**src/rtl/ram_port_arbiter_pkg.sv**
```systemverilog
// ============================================================================
// Module   : ram_arb_pkg
// Brief    : Shared types and helpers for the block-RAM data-port arbiter.
// Revision : 1.0 - initial release
// ============================================================================
`default_nettype none

package ram_arb_pkg;

    // Cycles from request acceptance to the response pulse.
    localparam int RSP_LATENCY = 1;

    typedef logic [3:0] wstrb_t;

    function automatic logic is_read(input wstrb_t wstrb);
        return (wstrb == 4'b0000);
    endfunction

endpackage

`default_nettype wire

```
**src/rtl/ram_port_arbiter_if.sv**
```systemverilog
// ============================================================================
// Module   : ram_port_arbiter_if
// Brief    : Requester bus and RAM data-port bundle for the arbiter.
// Revision : 1.0 - initial release
// ============================================================================
`default_nettype none

interface ram_port_arbiter_if
    import ram_arb_pkg::*;
#(
    parameter int NREQ = 2,
    parameter int AW   = 8
);

    logic [NREQ-1:0]    req_valid;
    logic [NREQ*4-1:0]  req_wstrb;
    logic [NREQ*AW-1:0] req_addr;
    logic [NREQ*32-1:0] req_wdata;
    logic [NREQ-1:0]    req_ready;
    logic [NREQ-1:0]    rsp_valid;
    logic [31:0]        rsp_rdata;
    logic [AW-1:0]      ram_addr;
    wstrb_t             ram_wen;
    logic               ram_ren;
    logic [31:0]        ram_wdata;
    logic [31:0]        ram_rdata;

    // Arbiter side.
    modport slave (
        input  req_valid, req_wstrb, req_addr, req_wdata, ram_rdata,
        output req_ready, rsp_valid, rsp_rdata,
        output ram_addr, ram_wen, ram_ren, ram_wdata
    );

    // Requesters plus the RAM data port.
    modport master (
        output req_valid, req_wstrb, req_addr, req_wdata, ram_rdata,
        input  req_ready, rsp_valid, rsp_rdata,
        input  ram_addr, ram_wen, ram_ren, ram_wdata
    );

endinterface

`default_nettype wire

```
**src/rtl/ram_port_arbiter_rr_arbiter.sv**
```systemverilog
// ============================================================================
// Module   : rr_arbiter
// Brief    : Combinational round-robin picker; search starts after `last`.
// Revision : 1.0 - initial release
// ============================================================================
`default_nettype none

module rr_arbiter #(
    parameter int N  = 2,
    parameter int IW = $clog2(N)
) (
    input  logic [N-1:0]  req,
    input  logic [IW-1:0] last,
    output logic [N-1:0]  gnt,
    output logic [IW-1:0] gnt_idx
);

    always_comb begin
        logic          w_found;
        logic [IW-1:0] w_idx;
        gnt     = '0;
        gnt_idx = '0;
        w_found = 1'b0;
        w_idx   = '0;
        // off == N wraps back to `last` itself, so a lone requester can win again.
        for (int off = 1; off <= N; off++) begin
            w_idx = IW'((int'(last) + off) % N);
            if (!w_found && req[w_idx]) begin
                w_found      = 1'b1;
                gnt[w_idx]   = 1'b1;
                gnt_idx      = w_idx;
            end
        end
    end

endmodule

`default_nettype wire

```
**src/rtl/ram_port_arbiter.sv**
```systemverilog
// ============================================================================
// Module   : ram_port_arbiter
// Brief    : Round-robin sharing of the block-RAM data port among requesters.
// Revision : 1.0 - initial release
// ============================================================================
`default_nettype none

module ram_port_arbiter
    import ram_arb_pkg::*;
#(
    parameter int DEPTH = 256,
    parameter int NREQ  = 2,
    parameter int AW    = $clog2(DEPTH)
) (
    input  logic              clk,
    input  logic              rst_n,
    ram_port_arbiter_if.slave bus
);

    localparam int c_IW = $clog2(NREQ);

    logic [NREQ-1:0] w_req;
    logic [NREQ-1:0] w_gnt;
    logic [c_IW-1:0] w_gnt_idx;
    logic            w_any;
    wstrb_t          w_sel_wstrb;
    logic [AW-1:0]   w_sel_addr;
    logic [31:0]     w_sel_wdata;

    logic [c_IW-1:0] r_last_grant;
    logic [NREQ-1:0] r_rsp_owner;
    logic            r_rsp_valid;
    logic            r_rsp_is_read;

    // Masking the requests keeps grants, and hence RAM enables, off during reset.
    assign w_req = rst_n ? bus.req_valid : '0;

    rr_arbiter #(
        .N  (NREQ),
        .IW (c_IW)
    ) u_rr (
        .req     (w_req),
        .last    (r_last_grant),
        .gnt     (w_gnt),
        .gnt_idx (w_gnt_idx)
    );

    assign w_any         = |w_gnt;
    assign bus.req_ready = w_gnt;

    always_comb begin
        w_sel_wstrb = bus.req_wstrb[int'(w_gnt_idx) * 4  +: 4];
        w_sel_addr  = bus.req_addr [int'(w_gnt_idx) * AW +: AW];
        w_sel_wdata = bus.req_wdata[int'(w_gnt_idx) * 32 +: 32];
    end

    always_comb begin
        bus.ram_addr  = '0;
        bus.ram_wdata = '0;
        bus.ram_wen   = '0;
        bus.ram_ren   = 1'b0;
        if (w_any) begin
            bus.ram_addr  = w_sel_addr;
            bus.ram_wdata = w_sel_wdata;
            bus.ram_wen   = w_sel_wstrb;
            bus.ram_ren   = is_read(w_sel_wstrb);
        end
    end

    always_ff @(posedge clk or negedge rst_n) begin
        if (!rst_n) begin
            r_last_grant  <= c_IW'(NREQ - 1);
            r_rsp_owner   <= '0;
            r_rsp_valid   <= 1'b0;
            r_rsp_is_read <= 1'b0;
        end else begin
            r_rsp_owner   <= w_gnt;
            r_rsp_valid   <= w_any;
            r_rsp_is_read <= w_any && is_read(w_sel_wstrb);
            if (w_any) begin
                r_last_grant <= w_gnt_idx;
            end
        end
    end

    // RAM read data is already registered, so it lines up with the response cycle.
    assign bus.rsp_valid = r_rsp_valid ? r_rsp_owner : '0;
    assign bus.rsp_rdata = r_rsp_is_read ? bus.ram_rdata : 32'h0;

endmodule

`default_nettype wire

```
**src/flat_wrapper.sv**
```systemverilog
// flat-port wrapper written by rule: the top's interface ports become plain ports
module ram_port_arbiter_flat import ram_arb_pkg::*;
#(
    parameter int DEPTH = 256,
    parameter int NREQ  = 2,
    parameter int AW    = $clog2(DEPTH)
)
  (clk, rst_n, bus_req_valid, bus_req_wstrb, bus_req_addr, bus_req_wdata, bus_ram_rdata, bus_req_ready, bus_rsp_valid, bus_rsp_rdata, bus_ram_addr, bus_ram_wen, bus_ram_ren, bus_ram_wdata);
  ram_port_arbiter_if #(.NREQ(NREQ), .AW(AW)) bus_i ();
  input  logic clk;
  input  logic rst_n;
  input wire logic [$bits(bus_i.req_valid)-1:0] bus_req_valid;
  input wire logic [$bits(bus_i.req_wstrb)-1:0] bus_req_wstrb;
  input wire logic [$bits(bus_i.req_addr)-1:0] bus_req_addr;
  input wire logic [$bits(bus_i.req_wdata)-1:0] bus_req_wdata;
  input wire logic [$bits(bus_i.ram_rdata)-1:0] bus_ram_rdata;
  output wire logic [$bits(bus_i.req_ready)-1:0] bus_req_ready;
  output wire logic [$bits(bus_i.rsp_valid)-1:0] bus_rsp_valid;
  output wire logic [$bits(bus_i.rsp_rdata)-1:0] bus_rsp_rdata;
  output wire logic [$bits(bus_i.ram_addr)-1:0] bus_ram_addr;
  output wire logic [$bits(bus_i.ram_wen)-1:0] bus_ram_wen;
  output wire logic [$bits(bus_i.ram_ren)-1:0] bus_ram_ren;
  output wire logic [$bits(bus_i.ram_wdata)-1:0] bus_ram_wdata;
  assign bus_i.req_valid = bus_req_valid;
  assign bus_i.req_wstrb = bus_req_wstrb;
  assign bus_i.req_addr = bus_req_addr;
  assign bus_i.req_wdata = bus_req_wdata;
  assign bus_i.ram_rdata = bus_ram_rdata;
  assign bus_req_ready = bus_i.req_ready;
  assign bus_rsp_valid = bus_i.rsp_valid;
  assign bus_rsp_rdata = bus_i.rsp_rdata;
  assign bus_ram_addr = bus_i.ram_addr;
  assign bus_ram_wen = bus_i.ram_wen;
  assign bus_ram_ren = bus_i.ram_ren;
  assign bus_ram_wdata = bus_i.ram_wdata;
  ram_port_arbiter #(.DEPTH(DEPTH), .NREQ(NREQ), .AW(AW)) u_core (.clk(clk), .rst_n(rst_n), .bus(bus_i));
endmodule
```
**config.mk**
```make
export PLATFORM = sky130hd
export DESIGN_NAME = ram_port_arbiter_flat
export DESIGN_NICKNAME = d
export VERILOG_FILES = /design/src/rtl/ram_port_arbiter_pkg.sv /design/src/rtl/ram_port_arbiter_if.sv /design/src/rtl/ram_port_arbiter_rr_arbiter.sv /design/src/rtl/ram_port_arbiter.sv /design/src/flat_wrapper.sv
export SDC_FILE = /design/constraint.sdc
export NUM_CORES = 1
export LEC_CHECK = 0
export BUFFER_PORTS_ARGS = -buffer_cell sky130_fd_sc_hd__buf_2
export CELL_PAD_IN_SITES_DETAIL_PLACEMENT = 1
export CELL_PAD_IN_SITES_GLOBAL_PLACEMENT = 1
export CORE_MARGIN = 2
export CORE_UTILIZATION = 14
export DETAILED_ROUTE_END_ITERATION = 6
export PLACE_DENSITY_LB_ADDON = 0.08
export SLEW_MARGIN = 20
export SYNTH_ARGS = -nofsm -noshare
export SYNTH_HDL_FRONTEND = slang
export SYNTH_SLANG_ARGS = --single-unit
export TNS_END_PERCENT = 30
```
**constraint.sdc**
```tcl
create_clock -name clk -period 2.2 [get_ports clk]
set_input_delay 0.22 -clock clk [delete_from_list [all_inputs] [get_ports clk]]
set_output_delay 0.22 -clock clk [all_outputs]
set_load 0.02 [all_outputs]
```
==> results of run 1 <==
layout by cell type, fill, tap and decap left out:
master / n
and2_1: 34
o21ai_4: 1
and4_1: 1
clkbuf_8: 3
inv_1: 1
nand2b_1: 1
nand2_1: 85
clkinv_1: 1
buf_2: 204
dlygate4sd3_1: 1
dfstp_2: 1
mux2i_1: 3
buf_6: 1
and3_2: 1
o21ai_0: 1
nand4b_1: 1
nor2_1: 3
buf_4: 4
clkbuf_1: 1
nand3_4: 1
dfrtp_1: 4
a21oi_1: 41
metrics by stage:
stage                     area, sq um  hold slack [ns]  setup slack, ns
after floorplan                  1076         -0.07559           0.6039
after global placement           2157          0.07743           0.3292
after detailed placement         2157          0.07688           0.2958
after CTS                        2212         0.003112          0.04925
after global routing             2223          0.02416          0.08803
final                            2223          0.02436           0.2318
worst max-delay path by stage:
stage	slack [ns]	end
floorplan	0.60	bus_ram_wdata[0]
global placement	0.33	bus_ram_wdata[3]
detailed placement	0.30	bus_ram_wdata[3]
CTS	0.05	bus_ram_wdata[3]
global route	0.09	bus_ram_wdata[4]
finish	0.23	bus_ram_wdata[31]
cell families (layout without fill, tap and decap cells):
family / after synthesis / count (layout)
buf+inv: 18 / 216
simple gates: 127 / 127
flops: 5 / 5
compound gates: 43 / 43
mux: 3 / 3
area by class of cell:
type	instances	area [sq um]
clock buffers	4	45.04
fillers	1022	5107
inverters	2	7.507
multi-input cells	173	848.3
flip-flops and latches	5	126.4
well taps	99	123.9
repair buffers	210	1072
registers in the layout (all words and copies together), names as in the netlist:
name	cells
u_core.r_rsp_owner	2
u_core.r_last_grant	1
u_core.r_rsp_is_read	1
u_core.r_rsp_valid	1
layer usage:
metal | vias up | global-route usage (%) | share of wire, %
li1 | 1018 | - | -
met1 | 865 | 14.86 | 37
met2 | 120 | 26.35 | 51
met3 | 2 | 3.944 | 11
met4 | 0 | 3.157 | 0.45
met5 | - | 0 | 0
timing repair:
action | 4_1_cts | 5_1_grt
hold buffers | 1 | 0
endpoints found under the setup margin | 0 | 11
gates resized for setup | 0 | 2
endpoints found under the hold margin | 4 | 0
power by group through the flow:
stage | clock network, uW | logic, uW | registers, uW
finish | 169 | 396 | 105
CTS | 176 | 401 | 105
detailed placement | 0 | 398 | 106
global route | 186 | 438 | 106
global placement | 0 | 395 | 106
floorplan | 0 | 213 | 103
synthesized netlist by cell type, drive strengths merged:
master  number
and2        34
nand2       85
nand2b       1
o21ai        2
nand4b       1
clkinv       1
a21oi       41
dfrtp        4
and4         1
nand3        1
mux2i        3
and3         1
nor2         3
inv          1
dfstp        1
clkbuf      10
buf          6
==> impl_metrics.tcl, run 1 <==
set metrics [dict create \
    syn_to_final_growth_pct 106.6 \
    synthMuxAreaShare_pct 2.791 \
    netlist_instances 196 \
    port_buffers 204 \
    rsz0062_at_grt "no" \
    die_y_um 91.67 \
    p_seq_share_pct 15.7 \
    postSynthAreaPerCell_sq_um 5.490 \
    critPathMaxFanout 26 \
    cts.clk_slew.worst_paths_ns 0.04 \
    drt_wl_total_um 6237 \
    fmax_ghz 0.5081 \
    grt_max_degree 47 \
    yosysTopAreaCellShare_pct 29.65 \
    syn_nets 320 \
    drive_gt1_share_pct 54.82 \
    fin_crit_sh_pct 89.47 \
    cp.arrival_ns 1.75 \
    synthSimpleGateAreaFrac_pct 53.84 \
    antenna_found_initial 0 \
    initial_core_util_pct 14.68 \
    drt_iter0_markers 37 \
    synth_cell_type_count 20 \
    yosys.area_share.xor_xnor_pct 0 \
    synthTopCellsByArea "nand2_1, and2_1, a21oi_1" \
    htreeDepth 1 \
    p_sw_share_pct 41.20 \
    grt_util_all_layers_pct 13.81 \
    ioPinCount 205 \
    cts_setup_buffers 0 \
    max_stage_delay_ns 0.53 \
    finalSetupTns_ns 0 \
    gp_congestion 0.7549 \
    finalClockSkew_ns 0.005127 \
    cp.depth 7 \
    die_area_sq_mm 0.008403 \
    clockRootBuffer "clkbuf_8" \
    dp_hpwl_um 5141 \
    ir_drop_mv 0.1054 \
    pwr-share-clk_pct 25.3 \
    yosysSeqAreaShare_pct 11.74 \
    synth_compound_area_share_pct 20.35 \
    comb_power_share_pct 59.0 \
    finalSetupViolCount 0 \
    cp-start-kind "flop" \
    intPower_uw 394.0 \
    power_density_mw_per_mm2 301.4 \
    end_kind "output pin" \
    slew_viol_final 0 \
    die_w_um 91.67 \
    worstSkewPairLatency_ns 0.22 \
    crit_chain "nand2_1 > nand3_4 > clkinv_1 > buf_4 > nand2_1 > a21oi_1 > buf_2" \
    crit_top_cell "nand2_1" \
    crit_buf_inv 3 \
    synth_top_area_cell "nand2_1" \
    clk_path_buf_depth 2 \
    diodes 0 \
    wl_per_cell_um 12.65 \
    cts_tree "built" \
    grt_pass1_wl_um 9625 \
    synth_top_family_by_area "simple AND/OR/NAND/NOR gates" \
    r2r_end "u_core.r_rsp_is_read" \
    startpoint "u_core.r_last_grant" \
    hold_path_class "input pin to async pin" \
    grt.overflow.total 0 \
    num_vias 2005 \
    hold_viol 0 \
    tightestPinTransition_ns 0.6677 \
    fin_cells 493 \
    run_status "finished, final reports clean" \
    place_inst 488 \
    r2r_setup_slack_ns 0.77 \
    grt_pass1_vias 1969 \
    final_nets 519 \
    synth-seq-cells 5 \
    p_sw_uw 276.1 \
    rr_startpoint "u_core.r_last_grant" \
    vias_per_cell 4.067 \
    synthAdderAreaFrac_pct 0 \
    period_needed_ns 1.968 \
    r2r_cells 4 \
    crit_family "buffers and inverters" \
    synth_area_sq_mm 0.001076 \
    post-route-util_pct 30.33 \
    postRouteAntennaNets 0 \
    clock-sinks 5 \
    total_power_uw 670.1 \
    p_leak_uw 0.001434 \
    slew_headroom_pct 55.48 \
    firstDrtPassIters 4 \
    max_cap_violations 0 \
    cts_inserted_buffers 3 \
    crit_slowest_cell "dfstp_2" \
    worstPathRequired_ns 1.98 \
    fp-row-count 31 \
    core_area_sq_mm 0.007331 \
    drc 0 \
    synth_warnings 0 \
    crit_type "flop to output pin" \
]
Power figures use the tool's default switching activity.
==> inputs of run 2 (changes only) <==
--- a/config.mk
+++ b/config.mk
@@ -6,11 +6,9 @@
 export NUM_CORES = 1
 export LEC_CHECK = 0
 export BUFFER_PORTS_ARGS = -buffer_cell sky130_fd_sc_hd__buf_2
-export CELL_PAD_IN_SITES_DETAIL_PLACEMENT = 1
-export CELL_PAD_IN_SITES_GLOBAL_PLACEMENT = 1
-export CORE_MARGIN = 2
-export CORE_UTILIZATION = 14
+export CORE_AREA = 2 2 80 82
 export DETAILED_ROUTE_END_ITERATION = 6
+export DIE_AREA = 0 0 82 84
 export PLACE_DENSITY_LB_ADDON = 0.08
 export SLEW_MARGIN = 20
 export SYNTH_ARGS = -nofsm -noshare
==> run 2 against run 1 <==
Net effect:
- worst setup slack got worse by 0.077 ns
- total power fell by 1.2%
- combinational power fell by 1%
- sequential power barely moved
- largest cell class unchanged
==> impl_metrics.tcl, run 2 (synthesis gave the netlist of run 1 again) <==
set metrics [dict create \
    run_status "finished, final reports clean" \
    syn_to_final_growth_pct 104.7 \
    initial_core_util_pct 17.65 \
    grt_max_degree 41 \
    r2r_cells 5 \
    cts_inserted_buffers 3 \
    crit_chain "nand2_1 > nand3_2 > buf_4 > mux2i_1 > and4_1 > buf_2" \
    hold_path_class "input pin to async pin" \
    wl_met1_um 1891 \
    route.met3.wl_um 638 \
    finalClockSkew_ns 0.002144 \
    gp_congestion 0.7405 \
    slew_viol_final 0 \
    p_leak_uw 0.001435 \
    post-route-util_pct 36.12 \
    finalSetupViolCount 0 \
    ioPinCount 205 \
    firstDrtPassIters 4 \
    hold_viol 0 \
    rr_startpoint "u_core.r_last_grant" \
    final_nets 518 \
    drt_wl_total_um 5141 \
    drt_iter0_markers 58 \
    vias_per_cell 4.066 \
    crit_slowest_cell "dfstp_2" \
    ctsResizeCount 0 \
    finalSetupTns_ns 0 \
    worstSkewPairLatency_ns 0.22 \
    grt_util_all_layers_pct 13.31 \
    startpoint "u_core.r_last_grant" \
    grt.overflow.total 0 \
    clockRootBuffer "clkbuf_8" \
    crit_type "flop to output pin" \
    clock-sinks 5 \
    cp.arrival_ns 1.83 \
    largest_register_ffs 2 \
    num_vias 1911 \
    ir_drop_mv 0.1883 \
    core_area_sq_mm 0.006096 \
    clk_path_buf_depth 2 \
    r2r_setup_slack_ns 0.69 \
    cts_tree "built" \
    fin_crit_sh_pct 92.96 \
    worstPathRequired_ns 1.98 \
    cts.clk_slew.worst_paths_ns 0.03 \
    layout_commonest_cell "buf_2" \
    cp-start-kind "flop" \
    crit_family "flip-flops" \
    grt_pass1_wl_um 7458 \
    drc 0 \
    num-fill-cells 699 \
    crit_buf_inv 2 \
    place_inst 465 \
    max_stage_delay_ns 0.52 \
    route.met2.wl_um 2555 \
    max_cap_violations 0 \
    port_buffers 204 \
    grt_pass1_vias 1609 \
    rsz0062_at_grt "no" \
    postRouteAntennaNets 0 \
    end_kind "output pin" \
    wl_per_cell_um 10.94 \
    period_needed_ns 2.045 \
    regMostFlops "u_core.r_rsp_owner" \
    drive_gt1_share_pct 54.71 \
    fp-row-count 29 \
    r2r_end "u_core.r_rsp_is_read" \
    diodes 0 \
    dp_hpwl_um 4157 \
    antenna_found_initial 1 \
    die_area_sq_mm 0.006888 \
    tightestPinTransition_ns 0.6620 \
    slew_headroom_pct 55.87 \
    die_y_um 84 \
    die_w_um 82 \
    power_density_mw_per_mm2 300.7 \
    fin_cells 470 \
    fmax_ghz 0.4890 \
    top_layer "met5" \
    critPathMaxFanout 14 \
    final_cell_mix "buf_2, nand2_1, a21oi_1" \
    htreeDepth 1 \
]
## run 2: cell types whose count changed in the layout (fill, tap and decap cells not counted)
cell	change
buf_12	+2
buf_4	-2
buf_6	-1
nand3_2	+1
nand3_4	-1
## run 2: worst reg2reg max path, stage by stage, from the launching register on
cell and delay, ns:
dfstp_2 0.52, nand2_1 0.06, nand3_2 0.14, buf_4 0.23, mux2i_1 0.23, and4_1 0.25
## run 2: layer usage
layer / GRT usage (%) / vias to the layer above
met3: 2.814 / 6
met1: 14.41 / 765
met5: 0 / -
met2: 25.50 / 122
li1: - / 1016
met4: 2.879 / 2
## run 2: timing repair
item / CTS / global route
hold endpoints to repair: 4 / 0
setup buffers: 0 / 0
hold buffers: 1 / 0
## run 2: area by class of cell
cell class                 instances  area (sq um)  area share (%)
inverter                           2         7.507          0.3409
sequential                         5         126.4           5.739
clock buffer                       4         45.04           2.045
multi-input combinational        173         840.8           38.18
tap                               77         96.34           4.375
timing repair buffer             209          1086           49.32
## run 2: worst max path at each step
stage                     cells past startpoint                to
final                                         6       bus_ram_ren
after global placement                        6       bus_ram_ren
after CTS                                     6       bus_ram_ren
after global routing                          6       bus_ram_ren
after floorplan                               6  bus_ram_wdata[0]
after detailed placement                      6       bus_ram_ren
## run 2: where the power goes
| group | switching [uW] | internal, uW | leakage (uW) |
|---|---|---|---|
| Combinational | 220 | 172 | 0.00135 |
| Clock | 41.4 | 124 | 0.0000228 |
| Sequential | 4.37 | 100 | 0.0000630 |
| Total | 265 | 397 | 0.00143 |
## run 2: metrics by stage
step	hold WS (ns)	worst slack, ns	total power, uW	cell area [sq um]
floorplan	-0.07559	0.6039	316.3	1076
global placement	0.08147	0.4163	499.4	2147
detailed placement	0.08213	0.3660	499.1	2147
CTS	0.02698	0.1361	671.6	2202
global route	0.03094	0.02449	721.7	2202
finish	0.02813	0.1549	662.3	2202
==> inputs of run 3 (changes only) <==
--- a/config.mk
+++ b/config.mk
@@ -5,6 +5,7 @@
 export SDC_FILE = /design/constraint.sdc
 export NUM_CORES = 1
 export LEC_CHECK = 0
+export ABC_AREA = 1
 export BUFFER_PORTS_ARGS = -buffer_cell sky130_fd_sc_hd__buf_2
 export CORE_AREA = 2 2 80 82
 export DETAILED_ROUTE_END_ITERATION = 6
==> run 3 against run 2 <==
Net effect:
- total power is 9.3% higher
- hold slack better by 0.19 ns
- synthesized area is 4.8% higher
- final cell count is 10% higher
- largest cell class unchanged
- synthesized cell count is 23% higher
- register-to-register slack better by 0.05 ns
- non-clock buffer count is 3 higher
- sequential share of layout area is 0.16 points lower
- via count is 8.8% higher
- clock power hardly changed
- clock-buffer cell count stayed put
- critical path depth is 2 higher
- largest power group unchanged
==> impl_metrics.tcl, run 3 <==
set metrics [dict create \
    run_status "finished, final reports clean" \
    ioPinCount 205 \
    multiInputGateArea_sq_um 739.5 \
    crit_type "flop to output pin" \
    slew_viol_final 0 \
    num_vias 2080 \
    r2r_cells 7 \
    ctsResizeCount 0 \
    grt_util_all_layers_pct 13.46 \
    cp-start-kind "flop" \
    wl_per_cell_um 9.703 \
    r2r_setup_slack_ns 0.74 \
    synth_cell_type_count 16 \
    critPathMaxFanout 20 \
    netlist_instances 242 \
    synth_edf_count 0 \
    grt_pass1_vias 1815 \
    grt_max_degree 45 \
    diodes 0 \
    clockRootBuffer "clkbuf_8" \
    final_area_sq_mm 0.002267 \
    cts_tree "built" \
    cts.clk_slew.worst_paths_ns 0.04 \
    port_buffers 204 \
    post_dp_cell_area_sq_mm 0.002202 \
    vias_per_cell 4.008 \
    hold_path_class "input pin to flop" \
    ir_drop_mv 0.1473 \
    postRouteAntennaNets 0 \
    finalSetupViolCount 0 \
    die_area_sq_mm 0.006888 \
    slew_headroom_pct 75.20 \
    fp-row-count 29 \
    initial_core_util_pct 18.49 \
    clock-sinks 5 \
    synth_warnings 0 \
    startpoint "u_core.r_last_grant" \
    cp.arrival_ns 1.78 \
    grt.overflow.total 0 \
    synth_top_family_by_area "simple AND/OR/NAND/NOR gates" \
    rsz0062_at_grt "no" \
    largest_register_ffs 2 \
    fmax_ghz 0.4990 \
    p_leak_uw 0.001690 \
    seq_area_sq_um 126.4 \
    cts_inserted_buffers 3 \
    die_y_um 84 \
    synth_compound_area_share_pct 20.20 \
    tightestPinTransition_ns 0.3720 \
    synthAdderAreaFrac_pct 0 \
    drc 0 \
    grt_pass1_wl_um 7548 \
    synthMuxAreaShare_pct 0 \
    die_w_um 82 \
    syn_to_final_growth_pct 101.1 \
    final_cell_mix "buf_2, nor2_1, nand2_1" \
    finalSetupTns_ns 0 \
    worstPathRequired_ns 1.98 \
    hold_viol 0 \
    r2r_end "u_core.r_rsp_is_read" \
    num-fill-cells 711 \
    postSynthAreaPerCell_sq_um 4.658 \
    synthSimpleGateAreaFrac_pct 45.39 \
    dp_hpwl_um 4148 \
    core_area_sq_mm 0.006096 \
    yosysTopAreaCellShare_pct 28.30 \
    clk_path_buf_depth 2 \
    worstSkewPairLatency_ns 0.22 \
    max_cap_violations 0 \
    synthTopCellsByCount "nor2_1, nand2_1, inv_1" \
    synth-seq-cells 5 \
    async_flop_share_pct 100.0 \
    gp_congestion 0.6973 \
    synth_most_common_cell "nor2_1" \
    period_needed_ns 2.004 \
    firstDrtPassIters 4 \
    yosys.area_share.xor_xnor_pct 0 \
    synth_top_area_cell "nor2_1" \
    cp-endpoint "bus_ram_ren" \
    drt_iter0_markers 49 \
    synthTopCellsByArea "nor2_1, nand2_1, inv_1" \
    regMostFlops "u_core.r_rsp_owner" \
    layout_commonest_cell "buf_2" \
    drt_wl_total_um 5036 \
    synth-main-ff-cell "dfrtp_1" \
    fin_crit_sh_pct 91.09 \
    yosysSeqAreaShare_pct 11.21 \
    power_density_mw_per_mm2 319.1 \
    end_kind "output pin" \
    antenna_found_initial 0 \
    syn_nets 366 \
    synth_area_sq_mm 0.001127 \
    finalClockSkew_ns 0.002718 \
    rr_startpoint "u_core.r_last_grant" \
    drive_gt1_share_pct 49.55 \
    htreeDepth 1 \
    final_nets 567 \
]
[run 3: worst min path at each step]
stage | from | endpoint | cells past startpoint
floorplan | rst_n | u_core.r_rsp_is_read | 0
global placement | rst_n | u_core.r_rsp_owner[1] | 1
detailed placement | rst_n | u_core.r_rsp_owner[1] | 1
CTS | bus_req_valid[1] | u_core.r_rsp_owner[0] | 2
global route | bus_req_valid[1] | u_core.r_rsp_owner[0] | 2
finish | bus_req_valid[1] | u_core.r_rsp_owner[0] | 2
[run 3: final cells by class]
type / count / area share [%]
Clock buffer: 4 / 1.987
Sequential cell: 5 / 5.574
Tap cell: 77 / 4.249
Timing Repair Buffer: 212 / 48.45
Inverter: 43 / 7.119
Multi-Input combinational cell: 178 / 32.62
[run 3: what timing repair did]
item                                    CTS  global route
hold endpoints to repair                  4             0
setup buffers                             0             0
endpoints found under the setup margin    0             0
hold buffers                              2             0
[run 3: routing by layer]
metal / part of all wire [%] / GRT usage (%)
met2: 53 / 28.53
met1: 35 / 12.30
met5: 0 / 0
met4: 0.32 / 2.576
met3: 11 / 2.814
[run 3: logic make-up after synthesis]
family,count (synthesis)
buffers and inverters,59
and+or+nand+nor,134
AOI/OAI and AO/OA,44
DFF,5
[run 3: critical path: stages, from the launching register on]
cell	delay, ns
dfstp_2	0.52
nand2_1	0.09
nand2_2	0.14
buf_4	0.25
nand2_1	0.09
o21ai_2	0.07
nand2_1	0.07
nor2_1	0.15
buf_2	0.19
[run 3: power by group]
group          switching [uW]  total (uW)  internal [uW]
Combinational             263         452            189
Sequential               2.61         103            101
Clock                    43.7         168            124
Total                     310         724            414
[run 3: through the flow]
step	hold slack, ns	total power, uW	cells	utilization, %	setup slack [ns]
2_1_floorplan	-0.07559	360.5	242	-	0.6578
3_3_place_gp	0.05232	557.7	513	36.12	0.4515
3_5_place_dp	0.05727	558.4	513	36.12	0.4179
4_1_cts	0.2228	734.5	519	37.19	0.1672
5_1_grt	0.2451	790.6	519	37.19	0.01823
6_report	0.2215	723.6	519	37.19	0.1959
